$ cat config.mk
export PLATFORM = sky130hd
export DESIGN_NAME = seq_hit_counter
export DESIGN_NICKNAME = d
export VERILOG_FILES = /design/src/rtl/seq_pkg.sv /design/src/rtl/bcd_digit.sv /design/src/rtl/seq_hit_counter.sv
export SDC_FILE = /design/constraint.sdc
export NUM_CORES = 1
export LEC_CHECK = 0
export BUFFER_PORTS_ARGS = -buffer_cell sky130_fd_sc_hd__buf_2
export CORE_MARGIN = 5
export CORE_UTILIZATION = 45
export CTS_CLUSTER_DIAMETER = 120
export DETAILED_ROUTE_END_ITERATION = 10
export PLACE_DENSITY = 0.8
export SLEW_MARGIN = 20
export SYNTH_ARGS = -nofsm -noshare
export SYNTH_HDL_FRONTEND = slang
export SYNTH_SLANG_ARGS = --single-unit
export TNS_END_PERCENT = 50
$ cat constraint.sdc
create_clock -name clk -period 1.7 [get_ports clk]
set_input_delay 0.17 -clock clk [delete_from_list [all_inputs] [get_ports clk]]
set_output_delay 0.17 -clock clk [all_outputs]
set_load 0.01 [all_outputs]
$ cat src/rtl/seq_pkg.sv
// ============================================================================
//  seq_pkg : shared types and constants for the sequence hit counter
//  Rev 1.0 : initial release
// ============================================================================
`default_nettype none

package seq_pkg;

  typedef logic [3:0] bcd_t;

  localparam bcd_t BCD_MAX   = 4'd9;
  localparam int   STRETCH_W = 8;

endpackage : seq_pkg

`default_nettype wire

$ cat src/rtl/bcd_digit.sv
// ============================================================================
//  bcd_digit : one decade counter 0..9 with carry out on the 9->0 wrap
//  Rev 1.0 : initial release
// ============================================================================
`default_nettype none

module bcd_digit
  import seq_pkg::*;
(
  input  logic       clk,
  input  logic       clr,
  input  logic       inc,
  input  logic       clear,
  output logic [3:0] digit,
  output logic       carry
);

  assign carry = inc && (digit == BCD_MAX);

  always_ff @(posedge clk or negedge clr) begin
    if (!clr) begin
      digit <= '0;
    end else if (clear) begin
      digit <= '0;
    end else if (inc) begin
      digit <= carry ? 4'd0 : digit + 4'd1;
    end
  end

endmodule : bcd_digit

`default_nettype wire

$ cat src/rtl/seq_hit_counter.sv
// ============================================================================
//  seq_hit_counter : 2-digit BCD hit counter with sticky overflow and a
//  retriggerable LED stretcher. Define SEQ_HIT_SAT_EN to saturate at 99.
//  Rev 1.0 : initial release
// ============================================================================
`default_nettype none

module seq_hit_counter
  import seq_pkg::*;
#(
  parameter int STRETCH = 8
) (
  input  logic       clk,
  input  logic       clr,
  input  logic       hit,
  input  logic       en,
  input  logic       zero,
  output logic [3:0] ones,
  output logic [3:0] tens,
  output logic       ovf,
  output logic       hit_led
);

  localparam logic [STRETCH_W-1:0] STRETCH_LOAD = STRETCH_W'(STRETCH);

  logic                 hit_r;
  logic                 zero_r;
  logic [STRETCH_W-1:0] stretch_cnt;
  logic                 hit_req;
  logic                 at_max;
  logic                 inc;
  logic                 ones_carry;
  logic                 tens_carry;
  logic                 ovf_set;

  // A hit sampled on the same edge as zero lands in hit_r one cycle later;
  // zero_r drops it so the clear is not immediately undone.
  always_ff @(posedge clk or negedge clr) begin
    if (!clr) begin
      hit_r  <= 1'b0;
      zero_r <= 1'b0;
    end else begin
      hit_r  <= hit;
      zero_r <= zero;
    end
  end

  assign hit_req = hit_r & en & ~zero_r;
  assign at_max  = (ones == BCD_MAX) && (tens == BCD_MAX);

`ifdef SEQ_HIT_SAT_EN
  assign inc = hit_req & ~at_max;
`else
  assign inc = hit_req;
`endif

  bcd_digit u_ones (
    .clk   (clk),
    .clr   (clr),
    .inc   (inc),
    .clear (zero),
    .digit (ones),
    .carry (ones_carry)
  );

  bcd_digit u_tens (
    .clk   (clk),
    .clr   (clr),
    .inc   (ones_carry),
    .clear (zero),
    .digit (tens),
    .carry (tens_carry)
  );

  // Wrap raises tens_carry; saturation blocks it, so also flag the attempt.
  assign ovf_set = tens_carry | (hit_req & at_max);

  always_ff @(posedge clk or negedge clr) begin
    if (!clr) begin
      ovf <= 1'b0;
    end else if (zero) begin
      ovf <= 1'b0;
    end else if (ovf_set) begin
      ovf <= 1'b1;
    end
  end

  always_ff @(posedge clk or negedge clr) begin
    if (!clr) begin
      stretch_cnt <= '0;
    end else if (hit_r) begin
      stretch_cnt <= STRETCH_LOAD;
    end else if (stretch_cnt != '0) begin
      stretch_cnt <= stretch_cnt - 1'b1;
    end
  end

  assign hit_led = (stretch_cnt != '0);

endmodule : seq_hit_counter

`default_nettype wire

==> flow_summary.json, run 1 <==
{
  "core_um2": 2230,
  "maxCapViolCount": 0,
  "ff2ff_setup_slack_ns": 0.01,
  "finalNetCount": 152,
  "clock_path_buffers": 2,
  "yosys.cell_types.count": 36,
  "maxSlewViolCount": 0,
  "ys_seq_elements": 19,
  "layout-drive-gt1-share_pct": 35.7,
  "wire_per_inst_um": 14.5,
  "failed_checks": "negative setup slack",
  "crit_type": "flop to output pin",
  "synth_ff_type": "dfrtp_1",
  "grt_max_degree": 20,
  "crit_required_ns": 1.53,
  "period_share_pct": 105,
  "power.density_nw_per_um2": 1200,
  "grt_pass1_wl_mm": 4.06,
  "synth_nets": 116,
  "crit_chain": "inv_2, ha_4, or3b_4, nor2_8, inv_4, buf_6",
  "antenna_found_initial": 0,
  "multi_input_area_um2": 563,
  "irDropWorstVdd_mv": 0.854,
  "post_dp_cell_area_um2": 1190,
  "worstSetupStartpointType": "flop",
  "synthesis.area_um2": 1070,
  "timing.rr.end": "stretch_cnt[2]$_DFFE_PN0P_",
  "hpwlAfterDp_mm": 1.62,
  "cts_tree": "yes",
  "synthArstFlopShare_pct": 100,
  "cp.depth": 6,
  "first_pass_iters": 4,
  "hold_class": "primary input to flop",
  "grt_pass1_vias": 898,
  "clock_latency_ns": 0.30,
  "area_delta_synth_final_pct": 30.0,
  "drtAntennaViolNets": 0,
  "num-fill-cells": 175,
  "clk_pin_slew_ns": 0.12,
  "yosys-top-cells-count": "dfrtp_1 (19), a21oi_1 (12), inv_1 (8)",
  "status": "finished, violations left",
  "start_util_pct": 47.7,
  "numCtsBuffers": 3,
  "viasPerCell": 5.64,
  "end_kind": "output pin",
  "crit_path_end": "hit_led",
  "crit_start": "stretch_cnt[0]$_DFFE_PN0P_",
  "r2r_cells": 8,
  "clock_skew_ns": 0.00826,
  "fin_area_um2": 1390,
  "p_leak_nw": 0.635,
  "synth_edf_count": 0,
  "setup_violations": 1,
  "place_congestion": 0.867,
  "drt_wl_total_mm": 2.44,
  "rsz0062_at_grt": "yes",
  "ys_seq_area_share_pct": 44.6,
  "die_w_um": 58.7,
  "crit_fanout": 2,
  "yosysTopAreaCellShare_pct": 44.6,
  "vias": 948,
  "dp_slack_ns": 0.0770,
  "slew-limit-headroom_pct": 71.0,
  "setup_slack_ns": -0.0782,
  "yosys_warnings": 0,
  "track_usage_pct": 15.6,
  "drc": 0,
  "min_period_ns": 1.78,
  "yosysTopAreaCell": "dfrtp_1",
  "worst-path-buf-inv": 3,
  "cp.arrival_ns": 1.61,
  "max_slew.worst_pin.slew_ns": 0.431,
  "syn_area_per_cell_um2": 10.2,
  "synthCells": 105,
  "final_hold_viol_count": 0,
  "diodes": 0,
  "synth_most_common_cell": "dfrtp_1",
  "dieArea_um2": 3440,
  "gr-total-overflow": 0,
  "port_buffers": 14,
  "reg2reg_from": "stretch_cnt[0]$_DFFE_PN0P_",
  "cpLargestDelayFamily": "simple AND/OR/NAND/NOR gates",
  "clkSinkCount": 19,
  "cts_root_buf": "clkbuf_4",
  "max_freq_mhz": 562,
  "io-pin-count": 15,
  "die_y_um": 58.7,
  "max_stage_delay_ns": 0.41,
  "drt-initial-drc-count": 44,
  "synth_area_leaders": "dfrtp_1 (45%), ha_1 (7.0%), a21oi_1 (5.6%)",
  "row_count": 17,
  "ctsHtreeMaxLevel": 1,
  "area.sequential_um2": 475,
  "crit_slowest_cell": "dfrtp_1"
}
-- area by class of cell --
type	instances	share of cell area (%)
multi-input combinational	72	40.6
sequential	19	34.3
timing repair buffer	36	18.1
inverter	9	2.62
tap	28	2.53
clock buffer	4	1.90
-- power by group --
group	leakage, nW	internal [mW]	switching [mW]	total [mW]
Sequential	0.252	0.515	0.0523	0.567
Combinational	0.368	0.454	0.404	0.858
Clock	0.0150	0.0914	0.145	0.236
Total	0.635	1.06	0.601	1.66
-- state kept, by name, indices dropped and copies added, names as in the netlist --
name          count
stretch_cnt       8
zero_r            1
ovf               1
u_tens.digit      4
hit_r             1
u_ones.digit      4
-- routing by layer --
| layer | vias to the layer above | part of all wire (%) | track usage (%) |
|---|---|---|---|
| li1 | 457 | - | - |
| met3 | 4 | 3.8 | 2.19 |
| met5 | - | 0 | 0 |
| met1 | 460 | 46 | 20.1 |
| met4 | 0 | 1.7 | 8.74 |
| met2 | 27 | 48 | 25.0 |
-- cells by family (layout without fill, tap and decap cells) --
group	count (synthesis)	in the layout	share of synthesized area, %
flops	19	19	44.6
simple gates	36	36	23.7
compound gates	29	29	17.7
xor+xnor	1	1	0.822
buf+inv	14	49	6.10
fa+ha+maj	6	6	7.04
-- placed cells by master (no fill, tap or decap), types with 2 or more instances in the layout --
master,count
a21oi_1,12
and3b_1,3
buf_2,13
buf_4,19
buf_6,2
clkbuf_4,3
dfrtp_1,19
dlygate4sd3_1,2
ha_1,4
ha_4,2
inv_1,6
inv_2,2
nand2_1,2
nand3b_1,2
nand4b_1,3
nor2_1,5
nor3_1,4
nor3b_1,2
o21ai_0,7
o31ai_1,3
or3_1,2
or4_1,4
-- repair_timing --
item                                    CTS  global route
endpoints found under the setup margin    1             4
resized for setup                         7             2
hold buffers                              2             0
endpoints found under the hold margin    20             0
buffers inserted                         11             3
pin swaps                                 3             6
-- stage by stage --
step                hold WS [ns]  cells  utilization (%)  TNS (ns)  power, mW
global route              0.0887    168             62.1    -0.218       1.75
detailed placement         0.131    148             53.4         0       1.12
CTS                       0.0814    165             60.4   -0.0910       1.56
finish                    0.0817    168             62.1   -0.0782       1.66
global placement           0.128    148             53.4         0       1.09
floorplan                 -0.126    105                -         0       1.01
-- worst reg2reg max path: stages, from the launching register on --
cell and delay, ns:
dfrtp_1 0.41, inv_2 0.08, ha_4 0.13, or3b_4 0.41
nor2_8 0.12, inv_4 0.05, buf_4 0.13, buf_6 0.11
a31o_1 0.16
-- how the worst min path moves through the flow --
stage	from	end	slack, ns	cells past startpoint
floorplan	clr	hit_r$_DFF_PN0_	-0.13	0
global placement	clr	u_ones.digit[1]$_DFFE_PN0P_	0.13	1
detailed placement	clr	u_ones.digit[3]$_DFFE_PN0P_	0.13	1
CTS	zero	zero_r$_DFF_PN0_	0.08	1
global route	zero	zero_r$_DFF_PN0_	0.09	1
finish	zero	zero_r$_DFF_PN0_	0.08	1
(Power assumes the default switching activity.)
==> inputs of run 2 (changes only) <==
--- a/config.mk
+++ b/config.mk
@@ -9,6 +9,7 @@
 export CORE_MARGIN = 5
 export CORE_UTILIZATION = 45
 export CTS_CLUSTER_DIAMETER = 120
+export CTS_CLUSTER_SIZE = 40
 export DETAILED_ROUTE_END_ITERATION = 10
 export PLACE_DENSITY = 0.8
 export SLEW_MARGIN = 20
==> constraint.sdc (replaced) <==
create_clock -name clk -period 1.7 [get_ports clk]
set_input_delay 0.17 -clock clk [delete_from_list [all_inputs] [get_ports clk]]
set_output_delay 0.17 -clock clk [all_outputs]
set_load 0.005 [all_outputs]
==> run 2 against run 1 <==
Effect of this change:
- the flow still finishes with violations (negative setup slack)
- routed wire length increased by 3.0%
- via count is 2.5% higher
- clock power down 4%
- sequential share of layout area grew 0.82 points
- total power down 7.7%
- sequential power hardly changed
- largest power group unchanged
==> flow_summary.json, run 2 (synthesized netlist as in run 1, its figures left out) <==
{
  "status": "finished, violations left",
  "failed_checks": "negative setup slack",
  "period_share_pct": 104,
  "worst-path-buf-inv": 3,
  "worstSetupStartpointType": "flop",
  "cpLargestDelayFamily": "simple AND/OR/NAND/NOR gates",
  "clock_path_buffers": 2,
  "hold_path.startpoint": "zero",
  "crit_slowest_cell": "dfrtp_1",
  "reg_top3": "stretch_cnt: 8 flops, u_ones.digit: 4 flops, u_tens.digit: 4 flops",
  "maxSlewViolCount": 0,
  "grt_max_degree": 20,
  "diodes": 0,
  "viasPerCell": 5.82,
  "min_period_ns": 1.76,
  "die_y_um": 58.7,
  "largest_register": "stretch_cnt",
  "clk_pin_slew_ns": 0.11,
  "crit_type": "flop to output pin",
  "end_kind": "output pin",
  "power.density_nw_per_um2": 1130,
  "setup_slack_ns": -0.0619,
  "final_cell_mix": "dfrtp_1 (19), buf_4 (19), buf_2 (13)",
  "crit_chain": "inv_2, ha_4, or3b_4, nor2_8, inv_2, buf_6",
  "p_total_mw": 1.53,
  "drt-initial-drc-count": 44,
  "io-pin-count": 15,
  "setup_violations": 1,
  "p_leak_nw": 0.625,
  "holdPathEnd": "zero_r$_DFF_PN0_",
  "rsz0062_at_grt": "yes",
  "final_util_pct": 60.6,
  "clock_latency_ns": 0.29,
  "grt_pass1_vias": 950,
  "clkSinkCount": 19,
  "path_common_cell": "inv_2",
  "wire_per_inst_um": 15.1,
  "layout-drive-gt1-share_pct": 33.8,
  "whs_path_depth": 1,
  "die_w_um": 58.7,
  "crit_required_ns": 1.53,
  "start_util_pct": 47.7,
  "crit_fanout": 2,
  "place_congestion": 0.825,
  "slew-limit-headroom_pct": 71.5,
  "cts_tree": "yes",
  "final_hold_viol_count": 0,
  "core_um2": 2230,
  "area_delta_synth_final_pct": 27.0,
  "max_freq_mhz": 568,
  "cp.arrival_ns": 1.59,
  "clock_skew_ns": 0.00236,
  "r2r_cells": 6,
  "antenna_found_initial": 0,
  "port_buffers": 14,
  "reg2reg_from": "stretch_cnt[1]$_DFFE_PN0P_",
  "cp.depth": 6,
  "dp_slack_ns": -0.0141,
  "track_usage_pct": 16.0,
  "vias": 972,
  "gr-total-overflow": 0,
  "row_count": 17,
  "ctsHtreeMaxLevel": 1,
  "ff2ff_setup_slack_ns": 0.05,
  "drc": 0,
  "hpwlAfterDp_mm": 1.69,
  "numCtsBuffers": 3,
  "largest_register_ffs": 8,
  "cts_root_buf": "clkbuf_4",
  "irDropWorstVdd_mv": 0.927,
  "first_pass_iters": 4,
  "timing.rr.end": "stretch_cnt[1]$_DFFE_PN0P_",
  "dieArea_um2": 3440,
  "post_dp_cell_area_um2": 1190,
  "grt_pass1_wl_mm": 4.30,
  "drt_wl_total_mm": 2.52,
  "hold_class": "primary input to flop",
  "maxCapViolCount": 0,
  "fin_area_um2": 1350,
  "max_slew.worst_pin.slew_ns": 0.427,
  "drtAntennaViolNets": 0,
  "finalNetCount": 151,
  "max_stage_delay_ns": 0.41,
  "hold_slack_ns": 0.105
}
[run 2: cell count changes in the layout (fill, tap and decap cells not counted)]
cell and delta:
buf_6 -1, ha_1 +1, ha_4 -1, inv_2 +1
inv_4 -1, nor4b_1 +1, nor4b_2 -1
[run 2: repair_timing]
item	CTS	global route
pin swaps	4	1
endpoints found under the setup margin	3	7
setup buffers	7	6
hold endpoints to repair	20	0
hold buffers	2	0
gates resized for setup	7	0
[run 2: metal layers]
metal  wire [um]  global-route usage [%]  vias up
met5           0                       0        -
met4          40                    8.09        0
met3          76                    2.19        4
met2        1310                    26.0       24
met1        1090                    20.9      492
li1            -                       -      452
[run 2: stage by stage]
step,std cells,TNS (ns)
4_1_cts,162,-0.0421
3_5_place_dp,149,-0.0252
3_3_place_gp,149,0
2_1_floorplan,105,0
5_1_grt,167,-0.126
6_report,167,-0.0619
[run 2: cell type report]
cell class,instances,area (um2)
clock buffer,4,26.3
fill,190,880
inverter,9,33.8
multi-input combinational,72,544
sequential,19,475
tap,28,35.0
timing repair buffer,35,239
[run 2: worst max-delay path by stage]
stage	start	end	slack (ns)
after floorplan	stretch_cnt[0]$_DFFE_PN0P_	stretch_cnt[2]$_DFFE_PN0P_	0.0001
after global placement	stretch_cnt[0]$_DFFE_PN0P_	stretch_cnt[2]$_DFFE_PN0P_	0.06
after detailed placement	stretch_cnt[0]$_DFFE_PN0P_	stretch_cnt[2]$_DFFE_PN0P_	-0.01
after CTS	stretch_cnt[4]$_DFFE_PN0P_	hit_led	-0.04
after global routing	stretch_cnt[1]$_DFFE_PN0P_	hit_led	-0.12
final	stretch_cnt[1]$_DFFE_PN0P_	hit_led	-0.06
[run 2: power by group]
group	internal [mW]	switching, mW
Sequential	0.515	0.0503
Combinational	0.379	0.364
Clock	0.0912	0.135
